File: src/rtl/console_ctrl.sv
// Text-console sequencer: turns accepted key codes into character-memory writes,
// keeps the cursor, and runs full-screen clear and one-row hardware scroll.
module console_ctrl #(
  parameter int COLS = 70,
  parameter int ROWS = 30
) (
  input  logic        clk,
  input  logic        reset,
  input  logic [7:0]  key_ascii,
  input  logic        key_valid,
  output logic        key_ready,
  input  logic        clear_req,
  output logic        mem_we,
  output logic [11:0] mem_waddr,
  output logic [7:0]  mem_wdata,
  output logic [11:0] mem_raddr,
  input  logic [7:0]  mem_rdata,
  output logic [6:0]  cursor_x,
  output logic [4:0]  cursor_y,
  output logic        busy
);

  localparam logic [6:0] X_LAST = 7'(COLS - 1);
  localparam logic [4:0] Y_LAST = 5'(ROWS - 1);

  typedef enum logic [2:0] {
    CLEAR,
    IDLE,
    WRITE,
    SCROLL_CP,
    SCROLL_DRAIN,
    SCROLL_CLR
  } state_t;

  state_t      state_reg, state_next;
  logic [6:0]  cur_x_reg, cur_x_next;
  logic [4:0]  cur_y_reg, cur_y_next;
  logic [7:0]  key_reg, key_next;
  logic [6:0]  x_cnt_reg, x_cnt_next;
  logic [4:0]  y_cnt_reg, y_cnt_next;
  logic [11:0] cp_waddr_reg, cp_waddr_next;
  logic        cp_wvalid_reg, cp_wvalid_next;

  logic        we_c;
  logic [11:0] waddr_c;
  logic [7:0]  wdata_c;
  logic [11:0] raddr_c;
  logic        ready_c;

  logic key_is_print, key_is_nl, key_is_bs, in_is_nl;

  assign key_is_print = (key_reg >= 8'h20) && (key_reg <= 8'h7E);
  assign key_is_nl    = (key_reg == 8'h0A) || (key_reg == 8'h0D);
  assign key_is_bs    = (key_reg == 8'h08);
  assign in_is_nl     = (key_ascii == 8'h0A) || (key_ascii == 8'h0D);

  assign ready_c = (state_reg == IDLE) && !clear_req;

  always_ff @(posedge clk) begin
    if (reset) begin
      state_reg     <= CLEAR;
      cur_x_reg     <= '0;
      cur_y_reg     <= '0;
      key_reg       <= '0;
      x_cnt_reg     <= '0;
      y_cnt_reg     <= '0;
      cp_waddr_reg  <= '0;
      cp_wvalid_reg <= 1'b0;
    end else begin
      state_reg     <= state_next;
      cur_x_reg     <= cur_x_next;
      cur_y_reg     <= cur_y_next;
      key_reg       <= key_next;
      x_cnt_reg     <= x_cnt_next;
      y_cnt_reg     <= y_cnt_next;
      cp_waddr_reg  <= cp_waddr_next;
      cp_wvalid_reg <= cp_wvalid_next;
    end
  end

  always_comb begin
    state_next     = state_reg;
    cur_x_next     = cur_x_reg;
    cur_y_next     = cur_y_reg;
    key_next       = key_reg;
    x_cnt_next     = x_cnt_reg;
    y_cnt_next     = y_cnt_reg;
    cp_waddr_next  = cp_waddr_reg;
    cp_wvalid_next = 1'b0;
    we_c           = 1'b0;
    waddr_c        = '0;
    wdata_c        = '0;
    raddr_c        = '0;

    case (state_reg)
      CLEAR: begin
        we_c    = 1'b1;
        waddr_c = {y_cnt_reg, x_cnt_reg};
        if (x_cnt_reg == X_LAST) begin
          x_cnt_next = '0;
          if (y_cnt_reg == Y_LAST) begin
            y_cnt_next = '0;
            cur_x_next = '0;
            cur_y_next = '0;
            state_next = IDLE;
          end else begin
            y_cnt_next = y_cnt_reg + 5'd1;
          end
        end else begin
          x_cnt_next = x_cnt_reg + 7'd1;
        end
      end

      IDLE: begin
        if (clear_req) begin
          x_cnt_next = '0;
          y_cnt_next = '0;
          state_next = CLEAR;
        end else if (key_valid) begin
          key_next = key_ascii;
          // Newline on the last row skips WRITE so the scroll starts at t+1.
          if (in_is_nl && (cur_y_reg == Y_LAST)) begin
            cur_x_next = '0;
            x_cnt_next = '0;
            if (ROWS > 1) begin
              y_cnt_next = 5'd1;
              state_next = SCROLL_CP;
            end else begin
              state_next = SCROLL_CLR;
            end
          end else begin
            state_next = WRITE;
          end
        end
      end

      WRITE: begin
        state_next = IDLE;
        if (key_is_print) begin
          we_c    = 1'b1;
          waddr_c = {cur_y_reg, cur_x_reg};
          wdata_c = key_reg;
          if (cur_x_reg < X_LAST) begin
            cur_x_next = cur_x_reg + 7'd1;
          end else begin
            cur_x_next = '0;
            if (cur_y_reg < Y_LAST) begin
              cur_y_next = cur_y_reg + 5'd1;
            end else begin
              x_cnt_next = '0;
              if (ROWS > 1) begin
                y_cnt_next = 5'd1;
                state_next = SCROLL_CP;
              end else begin
                state_next = SCROLL_CLR;
              end
            end
          end
        end else if (key_is_nl) begin
          cur_x_next = '0;
          if (cur_y_reg < Y_LAST) cur_y_next = cur_y_reg + 5'd1;
        end else if (key_is_bs) begin
          if (cur_x_reg != 7'd0) begin
            cur_x_next = cur_x_reg - 7'd1;
            we_c       = 1'b1;
            waddr_c    = {cur_y_reg, cur_x_reg - 7'd1};
          end else if (cur_y_reg != 5'd0) begin
            cur_x_next = X_LAST;
            cur_y_next = cur_y_reg - 5'd1;
            we_c       = 1'b1;
            waddr_c    = {cur_y_reg - 5'd1, X_LAST};
          end
        end
      end

      SCROLL_CP: begin
        // Read row y, write the previous cycle's read one row up.
        raddr_c        = {y_cnt_reg, x_cnt_reg};
        we_c           = cp_wvalid_reg;
        waddr_c        = cp_waddr_reg;
        wdata_c        = mem_rdata;
        cp_waddr_next  = {y_cnt_reg - 5'd1, x_cnt_reg};
        cp_wvalid_next = 1'b1;
        if (x_cnt_reg == X_LAST) begin
          x_cnt_next = '0;
          if (y_cnt_reg == Y_LAST) state_next = SCROLL_DRAIN;
          else                     y_cnt_next = y_cnt_reg + 5'd1;
        end else begin
          x_cnt_next = x_cnt_reg + 7'd1;
        end
      end

      SCROLL_DRAIN: begin
        we_c       = 1'b1;
        waddr_c    = cp_waddr_reg;
        wdata_c    = mem_rdata;
        x_cnt_next = '0;
        state_next = SCROLL_CLR;
      end

      SCROLL_CLR: begin
        we_c    = 1'b1;
        waddr_c = {Y_LAST, x_cnt_reg};
        if (x_cnt_reg == X_LAST) begin
          x_cnt_next = '0;
          cur_x_next = '0;
          cur_y_next = Y_LAST;
          state_next = IDLE;
        end else begin
          x_cnt_next = x_cnt_reg + 7'd1;
        end
      end

      default: begin
        x_cnt_next = '0;
        y_cnt_next = '0;
        state_next = CLEAR;
      end
    endcase
  end

  // While reset is held the bus shows its quiescent values.
  assign mem_we    = we_c && !reset;
  assign mem_waddr = reset ? 12'd0 : waddr_c;
  assign mem_wdata = reset ? 8'd0 : wdata_c;
  assign mem_raddr = reset ? 12'd0 : raddr_c;
  assign key_ready = ready_c && !reset;
  assign busy      = (state_reg != IDLE) || reset;
  assign cursor_x  = cur_x_reg;
  assign cursor_y  = cur_y_reg;

endmodule
File: config.mk
export PLATFORM = sky130hd
export DESIGN_NAME = console_ctrl
export DESIGN_NICKNAME = d
export VERILOG_FILES = /design/src/rtl/console_ctrl.sv
export SDC_FILE = /design/constraint.sdc
export NUM_CORES = 1
export LEC_CHECK = 0
export ABC_AREA = 1
export CAP_MARGIN = 25
export CORE_ASPECT_RATIO = 0.5
export CORE_MARGIN = 5
export CORE_UTILIZATION = 54
export DETAILED_ROUTE_END_ITERATION = 8
export PLACE_DENSITY = 0.83
export SLEW_MARGIN = 15
export SYNTH_ARGS = -nofsm -noshare
export SYNTH_HDL_FRONTEND = slang
export SYNTH_SLANG_ARGS = --single-unit
File: constraint.sdc
create_clock -name clk -period 2.35 [get_ports clk]
set_input_delay 0.47 -clock clk [delete_from_list [all_inputs] [get_ports clk]]
set_output_delay 0.47 -clock clk [all_outputs]
set_load 0.005 [all_outputs]
; After elaboration in Yosys (flattened, before gate mapping)
; Index checks and enable logic that the tools add are counted.
[op_classes]
addsub = 7
magnitude_cmp = 4
eq_ne = 33
muxes = 72
bitwise_logic = 2
reduce_logical = 25
[ops]
columns = operator, count
row1 = $mux W7, 17
row2 = $mux W5, 20
row3 = $mux W12, 8
row4 = $pmux W12 S4, 1
row5 = $eq A8 B4 Y1 const B, 5
row6 = $pmux W7 S4, 1
row7 = $pmux W5 S5, 1
row8 = $ne A2 B2 Y1 const B, 11
row9 = $mux W3, 7
row10 = $pmux W7 S3, 1
row11 = $pmux W3 S6, 1
row12 = $reduce_and A9 Y1, 2
row13 = $mux W8, 2
row14 = $pmux W8 S2, 1
row15 = $pmux W5 S3, 1
row16 = $add A7 B1 Y7 const B, 2
row17 = $ne A4 B4 Y1 const B, 3
row18 = $add A5 B1 Y5 const B, 2
row19 = $eq A5 B5 Y1 const B, 2
row20 = $sub A5 B1 Y5 const B, 2
row21 = $ge A8 B6 Y1 const B, 1
row22 = $le A8 B7 Y1 const B, 1
row23 = $reduce_and A8 Y1, 1
row24 = $eq A7 B7 Y1 const B, 1
row25 = other kinds (28), 49
[totals]
reg_bits = 48
inputBits = 20
out_inout_bits = 47

; Longest topological paths before layout
; Gate-level depths: netlist of the first run.
[depth]
depth_word = 8
depth_mapped = 13
mapped_depth_nobuf = 13

; Worst setup path after synthesis of the first run
; Ideal clock, no wire load.
[synth_path]
kind = reg-to-output
startpoint = register cur_x_reg[0], in the netlist cursor_x[0]
endpoint = output mem_waddr[6]
arrival_ns = 1.468
required_time_ns = 1.880
path_slack_ns = 0.412
stages_incl_launch_ff = 10
n_path_buf = 0
path_cell_list = dfxtp_1 inv_1 ha_1 nand2_1 nor2_4 nand2_1 nand2_1 o21ai_2 o211ai_1 a21oi_1
[synth_between]
elab_chain_len = 7
word_cells_on_any_way = 8
cone_classes = 1 x add/sub / 6 x mux / 1 x reduce/logical
[synth_lines]
columns = item, line
row1 = "start, declared", 36  ; logic [6:0] cur_x_reg, cur_x_next;
row2 = "start signal, assigned", 71  ; cur_x_reg <= cur_x_next;
row3 = $sub A7 B1 Y7 / $reduce_bool A7 Y1 (equally long branches), "166, 163"
row4 = $mux W12 (*), 163  ; if (cur_x_reg != 7'd0) begin
row5 = $mux W12 (*), 162  ; end else if (key_is_bs) begin
row6 = $mux W12 (*), 159  ; end else if (key_is_nl) begin
row7 = $mux W12 (*), 139  ; if (key_is_print) begin
row8 = $pmux W12 S4 (*), 95  ; case (state_reg)
row9 = $mux W12 (*), 224  ; assign mem_waddr = reset ? 12'd0 : waddr_c;
row10 = "end, declared", 14  ; output logic [11:0] mem_waddr,
; Mark *: on every way between the ends. The rest lies on a longest branch, timed or not.

; Worst setup path after layout of the first run
[layout_path]
startpoint = register state_reg[0]
endpoint = output mem_waddr[6]
[layout_between]
elab_chain_len = 4
word_cells_on_any_way = 8
cone_classes = 4 x eq/ne / 2 x mux / 2 x reduce/logical
[layout_lines]
columns = item, line
row1 = "start, declared", 35  ; state_t state_reg, state_next;
row2 = "start signal, assigned", 70  ; state_reg <= state_next;
row3 = $eq A3 B2 Y1 / $eq A3 B3 Y1 (equally long branches), 95
row4 = $reduce_or A2 Y1 (no line), -
row5 = $pmux W12 S4 (*), 95
row6 = $mux W12 (*), 224
; Marked as above.

==> results of run 1 <==
## cell type report
cell class | count | area share
multi-input cells | 459 | 0.482
clock buffers | 6 | 0.0238
flip-flops and latches | 48 | 0.169
repair buffers | 172 | 0.244
inverters | 79 | 0.0555
clock inverters | 2 | 0.00664
well taps | 92 | 0.0197
## per-layer routing
metal,track usage,up-vias
met4,0.158,0
met3,0.0569,238
met5,0,-
met2,0.512,669
li1,-,2313
met1,0.431,2503
## through the flow
step | cells | worst slack, ns | power (µW)
2_1_floorplan | 606 | 0.412 | 888
3_3_place_gp | 827 | -0.129 | 951
3_5_place_dp | 827 | -0.129 | 954
4_1_cts | 853 | -0.0778 | 1820
5_1_grt | 858 | -0.240 | 1870
6_report | 858 | -0.222 | 1860
## layout by cell type (no fill, tap or decap), types with 11 or more instances in the layout
cell                                n
sky130_fd_sc_hd__a21oi_1           37
sky130_fd_sc_hd__a21oi_2           13
sky130_fd_sc_hd__buf_4             89
sky130_fd_sc_hd__buf_6             14
sky130_fd_sc_hd__clkbuf_2          12
sky130_fd_sc_hd__clkdlybuf4s50_1   33
sky130_fd_sc_hd__dfxtp_1           36
sky130_fd_sc_hd__ha_1              11
sky130_fd_sc_hd__inv_1             59
sky130_fd_sc_hd__nand2_1          111
sky130_fd_sc_hd__nand2_2           17
sky130_fd_sc_hd__nand3_1           58
sky130_fd_sc_hd__nand4_1           12
sky130_fd_sc_hd__nor2_1            67
sky130_fd_sc_hd__o21ai_0           24
## worst register-to-register path: cells and delay by family (launching register included)
family                 cells  cell delay, ns
AND/OR/NAND/NOR            8            1.19
buffers and inverters      4            0.46
flip-flops                 1            0.36
AO/OA/AOI/OAI              1            0.31
## timing repair
action,in CTS,in global routing
resized for setup,119,112
endpoints found under the setup margin,34,33
gates cloned,0,0
setup buffers,18,8
pin swaps,21,34
## path summary, 6_finish.rpt
path                   start               to  slack (ns)  depth (start not counted)
max             state_reg[0]     mem_waddr[6]       -0.22                         10
min          cp_waddr_reg[9]  cp_waddr_reg[9]        0.49                          2
max reg2reg       key_reg[1]      cursor_x[1]       -0.09                         13
min reg2reg  cp_waddr_reg[9]  cp_waddr_reg[9]        0.49                          2
## power groups by stage
stage / clock (µW) / sequential (µW) / combinational [µW]
after floorplan: 0 / 841 / 47.4
after global placement: 0 / 842 / 109
after detailed placement: 0 / 842 / 112
after CTS: 888 / 822 / 113
after global routing: 916 / 819 / 136
final: 908 / 818 / 134
## logic make-up (layout without fill, tap and decap cells)
group                      count (synthesis)  after routing  synth area share
and+or+nand+nor                          311            311             0.381
AOI/OAI and AO/OA                        120            120             0.184
buffers and inverters                     99            259             0.105
DFF                                       48             48             0.254
xor gates and xnor gates                  16             16            0.0370
adders and majority gates                 12             12            0.0397
==> run metrics, run 1 <==
outcome finished, violations left; failing checks DRC, setup timing; setup TNS after final layout -1.98 ns; die extent in x 128 µm; antenna violations before repair 0; RSZ-0062 raised after global routing yes; Clock transition at path regs 0.07 ns; IO Port Bufs 66; Critical Path AT 2.10 ns; count of inserted antenna diode cells 0; type of the tightest min-delay check reg2reg; ratio of cells with drive above 1 in the final layout 0.343; number of maximum-capacitance constraint violations 0; number of buffers created by CTS 5; wirelength, routed 18700 µm; post-synthesis sequential area ratio 0.254; cell family with most CP delay buffers and inverters; number of flops mapped to enable cells by yosys 0; hold_buf cts 0; maximum clock skew at final layout 0.00576 ns; Yosys top cell area share 0.254; GRT Residual Overflow 0; clock root buffer master sky130_fd_sc_hd__clkbuf_16; number of core rows 21; crit end category output pin; Unique masters post-synth 42; Netlist Area Pre-Place 3780 µm²; number of synthesized register bits 48; Psw 454 µW; share of the cycle needed by the critical path after routing 1.09; number of global-route vias before repair 4693; post-synthesis to final-layout area growth 54.4%; Final Max Slew Viols 0; yosys synthesis warning count 0; WHS 0.486 ns; count of fill cells added during filler insertion 331; drt wl/cell 21.8 µm; number of levels in the clock H-tree 2; post-synthesis net count 638; peak supply drop 0.340 mV; Yosys top cell by area sky130_fd_sc_hd__dfxtp_1; maximum single-stage delay on the critical path 0.38 ns; most numerous cell in the Yosys netlist sky130_fd_sc_hd__nand2_1; synthesized instance count 606; async set-or-reset flop fraction in the synthesized netlist 0; sequence of cells on the critical path nor2_4 > buf_4 > nand2_4 > buf_4 > nand2_2 > inv_4 > o22ai_1 > inv_1 > a21oi_2 > buf_2; remaining routing DRC violations 2; most frequent cell on the critical path sky130_fd_sc_hd__buf_4; routed wl met2 7690 µm; Mapped Avg Cell Area 6.24 µm²; final critical delay including setup and external delays 2.57 ns; actual transition at the worst max-transition pin 0.511 ns; Final Worst Setup Slack -0.222 ns; Critical-path top delay cell sky130_fd_sc_hd__dfxtp_4; wire length on met1 6530 µm; cell internal power dissipation 1410 µW; Detail Placement HPWL 9750 µm; CTS tree built; overall die area 8880 µm²; post-route cell area 5840 µm²; clock network fraction of total power 0.488; flip-flop count of the largest register after layout 12; Post-DRT Antenna Nets 0; static leakage power 0.00267 µW; Synth Flop Type sky130_fd_sc_hd__dfxtp_1; combinational share of power 0.072; final core utilization 0.865; maximum count of clock buffers along a single path 2; switching part of the total 0.244; DR vias/cell 6.67; first-pass GRT wire length 23500 µm; power density over cell area 318 nW/µm²; Max-Slew Margin vs Limit 0.659; Starting Density 0.560; routed vias 5723; Total Routing Usage GR 0.326; count of nets after finishing 797; detailed route wirelength on metal3 2670 µm; area taken by multi-input logic gates 2810 µm²; top-level I/O count 67; top post-synthesis cells by area sky130_fd_sc_hd__dfxtp_1, sky130_fd_sc_hd__nand2_1, sky130_fd_sc_hd__nand3_1; core area 6750 µm²; Clock Latency Late Sink 0.31 ns; max layer used met4; number of endpoints failing setup at the final stage 24; kind of critical path reg2out; pin count of the biggest net entering global routing 24; commonest cells in the netlist sky130_fd_sc_hd__nand2_1, sky130_fd_sc_hd__nor2_1, sky130_fd_sc_hd__inv_1, sky130_fd_sc_hd__nand3_1, sky130_fd_sc_hd__a21oi_1; startpoint kind of the worst setup timing path register; register share of total power 0.440; f_max 389 MHz; number of sinks on the clock net 48; detailed-routing iteration count for the pre-antenna-repair pass 9; Final Wtd Congestion 1.01; sequential cell area in the final layout 986 µm²; DP Area 5100 µm²; Data required, critical path 1.88 ns; Buf+Inv Stages, Crit Path 5; Hold Vio Cnt, Final 0; Die H 69.2 µm; DRC marker count from the first detailed-route iteration 1246; maximum fanout encountered on the critical timing path 7
Power figures use the tool's default switching activity.
==> inputs of run 2 (changes only) <==
--- a/config.mk
+++ b/config.mk
@@ -10,6 +10,7 @@
 export CORE_ASPECT_RATIO = 0.5
 export CORE_MARGIN = 5
 export CORE_UTILIZATION = 54
+export CTS_BUF_LIST = sky130_fd_sc_hd__clkbuf_4 sky130_fd_sc_hd__clkbuf_8 sky130_fd_sc_hd__clkbuf_16
 export DETAILED_ROUTE_END_ITERATION = 8
 export PLACE_DENSITY = 0.83
 export SLEW_MARGIN = 15
==> results of run 2 <==
Same layout as run 1: the final DEF is identical, and so are final timing and power.
==> inputs of run 3 (changes only) <==
--- a/config.mk
+++ b/config.mk
@@ -12,6 +12,7 @@
 export CORE_UTILIZATION = 54
 export CTS_BUF_LIST = sky130_fd_sc_hd__clkbuf_4 sky130_fd_sc_hd__clkbuf_8 sky130_fd_sc_hd__clkbuf_16
 export DETAILED_ROUTE_END_ITERATION = 8
+export GPL_TIMING_DRIVEN = 0
 export PLACE_DENSITY = 0.83
 export SLEW_MARGIN = 15
 export SYNTH_ARGS = -nofsm -noshare
==> run metrics, run 3 (synthesis results as in run 1) <==
pin count of the biggest net entering global routing 17 (was 24); post-route total power 1800 µW (was 1860 µW); M1 GR Usage 0.414 (was 0.431); Data required, critical path 1.88 ns (about the same); maximum single-stage delay on the critical path 0.37 ns (was 0.38 ns); post-synthesis to final-layout area growth 45.6% (was 54.4%); worst-case setup slack after placement -0.546 ns (was -0.129 ns); Final Max Slew Viols 0 (unchanged); crit end category output pin (unchanged); most common cell after layout, fill and taps aside sky130_fd_sc_hd__nand2_1 (unchanged); number of core rows 21 (unchanged); number of maximum-capacitance constraint violations 0 (unchanged); die extent in x 128 µm (unchanged); Final Wtd Congestion 0.956 (was 1.01); number of global-route vias before repair 4321 (was 4693); hold_buf cts 0 (unchanged); remaining routing DRC violations 0 (was 2); Buf+Inv Stages, Crit Path 5 (unchanged); WHS 0.489 ns (was 0.486 ns); maximum count of clock buffers along a single path 2 (unchanged); first-pass GRT wire length 21800 µm (was 23500 µm); failing checks setup timing (was DRC, setup timing); Final Worst Setup Slack -0.165 ns (was -0.222 ns); Starting Density 0.560 (unchanged); R2R Path Start y_cnt_reg[3] (was key_reg[1]); f_max 398 MHz (was 389 MHz); count of nets after finishing 764 (was 797); slack of the worst reg-to-reg path 0.21 ns (was -0.09 ns); ratio of cells with drive above 1 in the final layout 0.300 (was 0.343); number of sinks on the clock net 48 (unchanged); actual transition at the worst max-transition pin 0.664 ns (was 0.511 ns); flip-flop count of the largest register after layout 12 (unchanged); r2r worst-path depth 10 (was 13); cell count of the worst hold path 2 (unchanged); Post-DRT Antenna Nets 0 (unchanged); Critical Path AT 2.05 ns (was 2.10 ns); cell family with most CP delay buffers and inverters (unchanged); maximum clock skew at final layout 0.00715 ns (was 0.00576 ns); type of the tightest min-delay check reg2reg (unchanged); top-level I/O count 67 (unchanged); overall die area 8880 µm² (unchanged); Max-Slew Margin vs Limit 0.558 (was 0.659); global routing usage on met3 0.0800 (was 0.0569); CTS tree built (unchanged); reg-to-reg critical path endpoint cursor_x[4] (was cursor_x[1]); antenna violations before repair 0 (unchanged); share of the cycle needed by the critical path after routing 1.07 (was 1.09); most frequent cell on the critical path sky130_fd_sc_hd__nor2_8 (was sky130_fd_sc_hd__buf_4); number of endpoints failing setup at the final stage 13 (was 24); DR vias/cell 6.25 (was 6.67); power density over cell area 327 nW/µm² (was 318 nW/µm²); Hold Vio Cnt, Final 0 (unchanged); Clock transition at path regs 0.07 ns (about the same); core area 6750 µm² (unchanged); Detail Placement HPWL 8810 µm (was 9750 µm); count of inserted antenna diode cells 0 (unchanged); RSZ-0062 raised after global routing yes (unchanged); setup TNS after final layout -1.07 ns (was -1.98 ns); GRT Residual Overflow 0 (unchanged); top library cells by usage in the layout, fill and taps aside sky130_fd_sc_hd__nand2_1, sky130_fd_sc_hd__nor2_1, sky130_fd_sc_hd__nand3_1, sky130_fd_sc_hd__inv_1, sky130_fd_sc_hd__buf_4 (was sky130_fd_sc_hd__nand2_1, sky130_fd_sc_hd__buf_4, sky130_fd_sc_hd__nor2_1, sky130_fd_sc_hd__inv_1, sky130_fd_sc_hd__nand3_1); Die H 69.2 µm (unchanged); maximum fanout encountered on the critical timing path 5 (was 7); Total Routing Usage GR 0.303 (was 0.326); post-route cell area 5510 µm² (was 5840 µm²); IO Port Bufs 65 (was 66); global route hottest layer met2 (unchanged); startpoint kind of the worst setup timing path register (unchanged); clock root buffer master sky130_fd_sc_hd__clkbuf_16 (unchanged); Clock Latency Late Sink 0.30 ns (was 0.31 ns); static leakage power 0.00251 µW (was 0.00267 µW); DRC marker count from the first detailed-route iteration 1042 (was 1246); peak supply drop 0.328 mV (was 0.340 mV); outcome finished, violations left (unchanged); worst-case hold path end point cp_waddr_reg[0] (was cp_waddr_reg[9]); detailed-routing iteration count for the pre-antenna-repair pass 6 (was 9); sequence of cells on the critical path nor2_4 > inv_4 > nor2_8 > clkinv_8 > nor2_8 > inv_6 > o21ai_4 > buf_6 > o211ai_1 > a21oi_1 > buf_2 (was nor2_4 > buf_4 > nand2_4 > buf_4 > nand2_2 > inv_4 > o22ai_1 > inv_1 > a21oi_2 > buf_2); kind of critical path reg2out (unchanged); HP Start cp_waddr_reg[0] (was cp_waddr_reg[9]); drt wl/cell 19.1 µm (was 21.8 µm); number of buffers created by CTS 5 (unchanged); Critical-path top delay cell sky130_fd_sc_hd__dfxtp_4 (unchanged); wirelength, routed 15800 µm (was 18700 µm); DP Area 4550 µm² (was 5100 µm²); final critical delay including setup and external delays 2.52 ns (was 2.57 ns); fraction of met2 tracks used by global routing 0.470 (was 0.512); routed vias 5157 (was 5723); number of levels in the clock H-tree 2 (unchanged)
==> run 3: cell types whose count changed in the layout (fill, tap and decap cells not counted), moves of 5 or more <==
| cell | before | now |
|---|---|---|
| sky130_fd_sc_hd__a21oi_1 | 37 | 43 |
| sky130_fd_sc_hd__a21oi_2 | 13 | 8 |
| sky130_fd_sc_hd__buf_4 | 89 | 52 |
| sky130_fd_sc_hd__clkbuf_1 | 0 | 5 |
| sky130_fd_sc_hd__dfxtp_1 | 36 | 29 |
| sky130_fd_sc_hd__inv_1 | 59 | 54 |
| sky130_fd_sc_hd__nand2_1 | 111 | 117 |
| sky130_fd_sc_hd__nand2_2 | 17 | 11 |
==> run 3: per-stage QoR <==
step,instances,utilization
global route,825,0.816
detailed placement,763,0.674
floorplan,606,-
global placement,763,0.674
finish,825,0.816
CTS,801,0.760
==> run 3: worst min-delay path, delay by kind of cell, from the launching register on <==
family,cells,cell delay (ns)
flip-flops,1,0.30
buffers and inverters,1,0.06
AO/OA/AOI/OAI,1,0.08
==> run 3: cell type report <==
class                      instances  area, µm²
tap                               92        115
buffer                            18        121
sequential                        48       1000
timing repair buffer             121        988
multi-input combinational        459       2760
clock buffer                       5        125
clock inverter                     3       47.5
inverter                          79        350
fill                             418       1240
==> run 3: what timing repair did <==
action                                  in CTS  in global routing
pin swaps                                   14                 33
buffers inserted                            31                 27
gates resized for setup                    148                 87
gates cloned                                 0                  0
endpoints found under the setup margin      35                 17
endpoints found under the hold margin        0                  0
==> run 3: worst max path at each step <==
stage	startpoint	cells after the start	slack, ns	end
after floorplan	cursor_x[0]	9	0.41	mem_waddr[6]
after global placement	cursor_x[0]	10	-0.51	mem_waddr[6]
after detailed placement	cursor_x[0]	10	-0.55	mem_waddr[6]
after CTS	cursor_y[0]	11	-0.03	mem_waddr[6]
after global routing	state_reg[2]	11	-0.24	mem_waddr[6]
final	state_reg[2]	11	-0.17	mem_waddr[6]
==> run 3: metal layers <==
metal	share of wire	wire, µm
met1	0.39	6090
met2	0.44	6940
met3	0.13	2040
met4	0.045	707
met5	0	0
==> run 3: power by group <==
group / internal, µW / total, µW / switching [µW]
Sequential: 808 / 814 / 6.27
Combinational: 48.8 / 114 / 65.7
Clock: 507 / 871 / 363
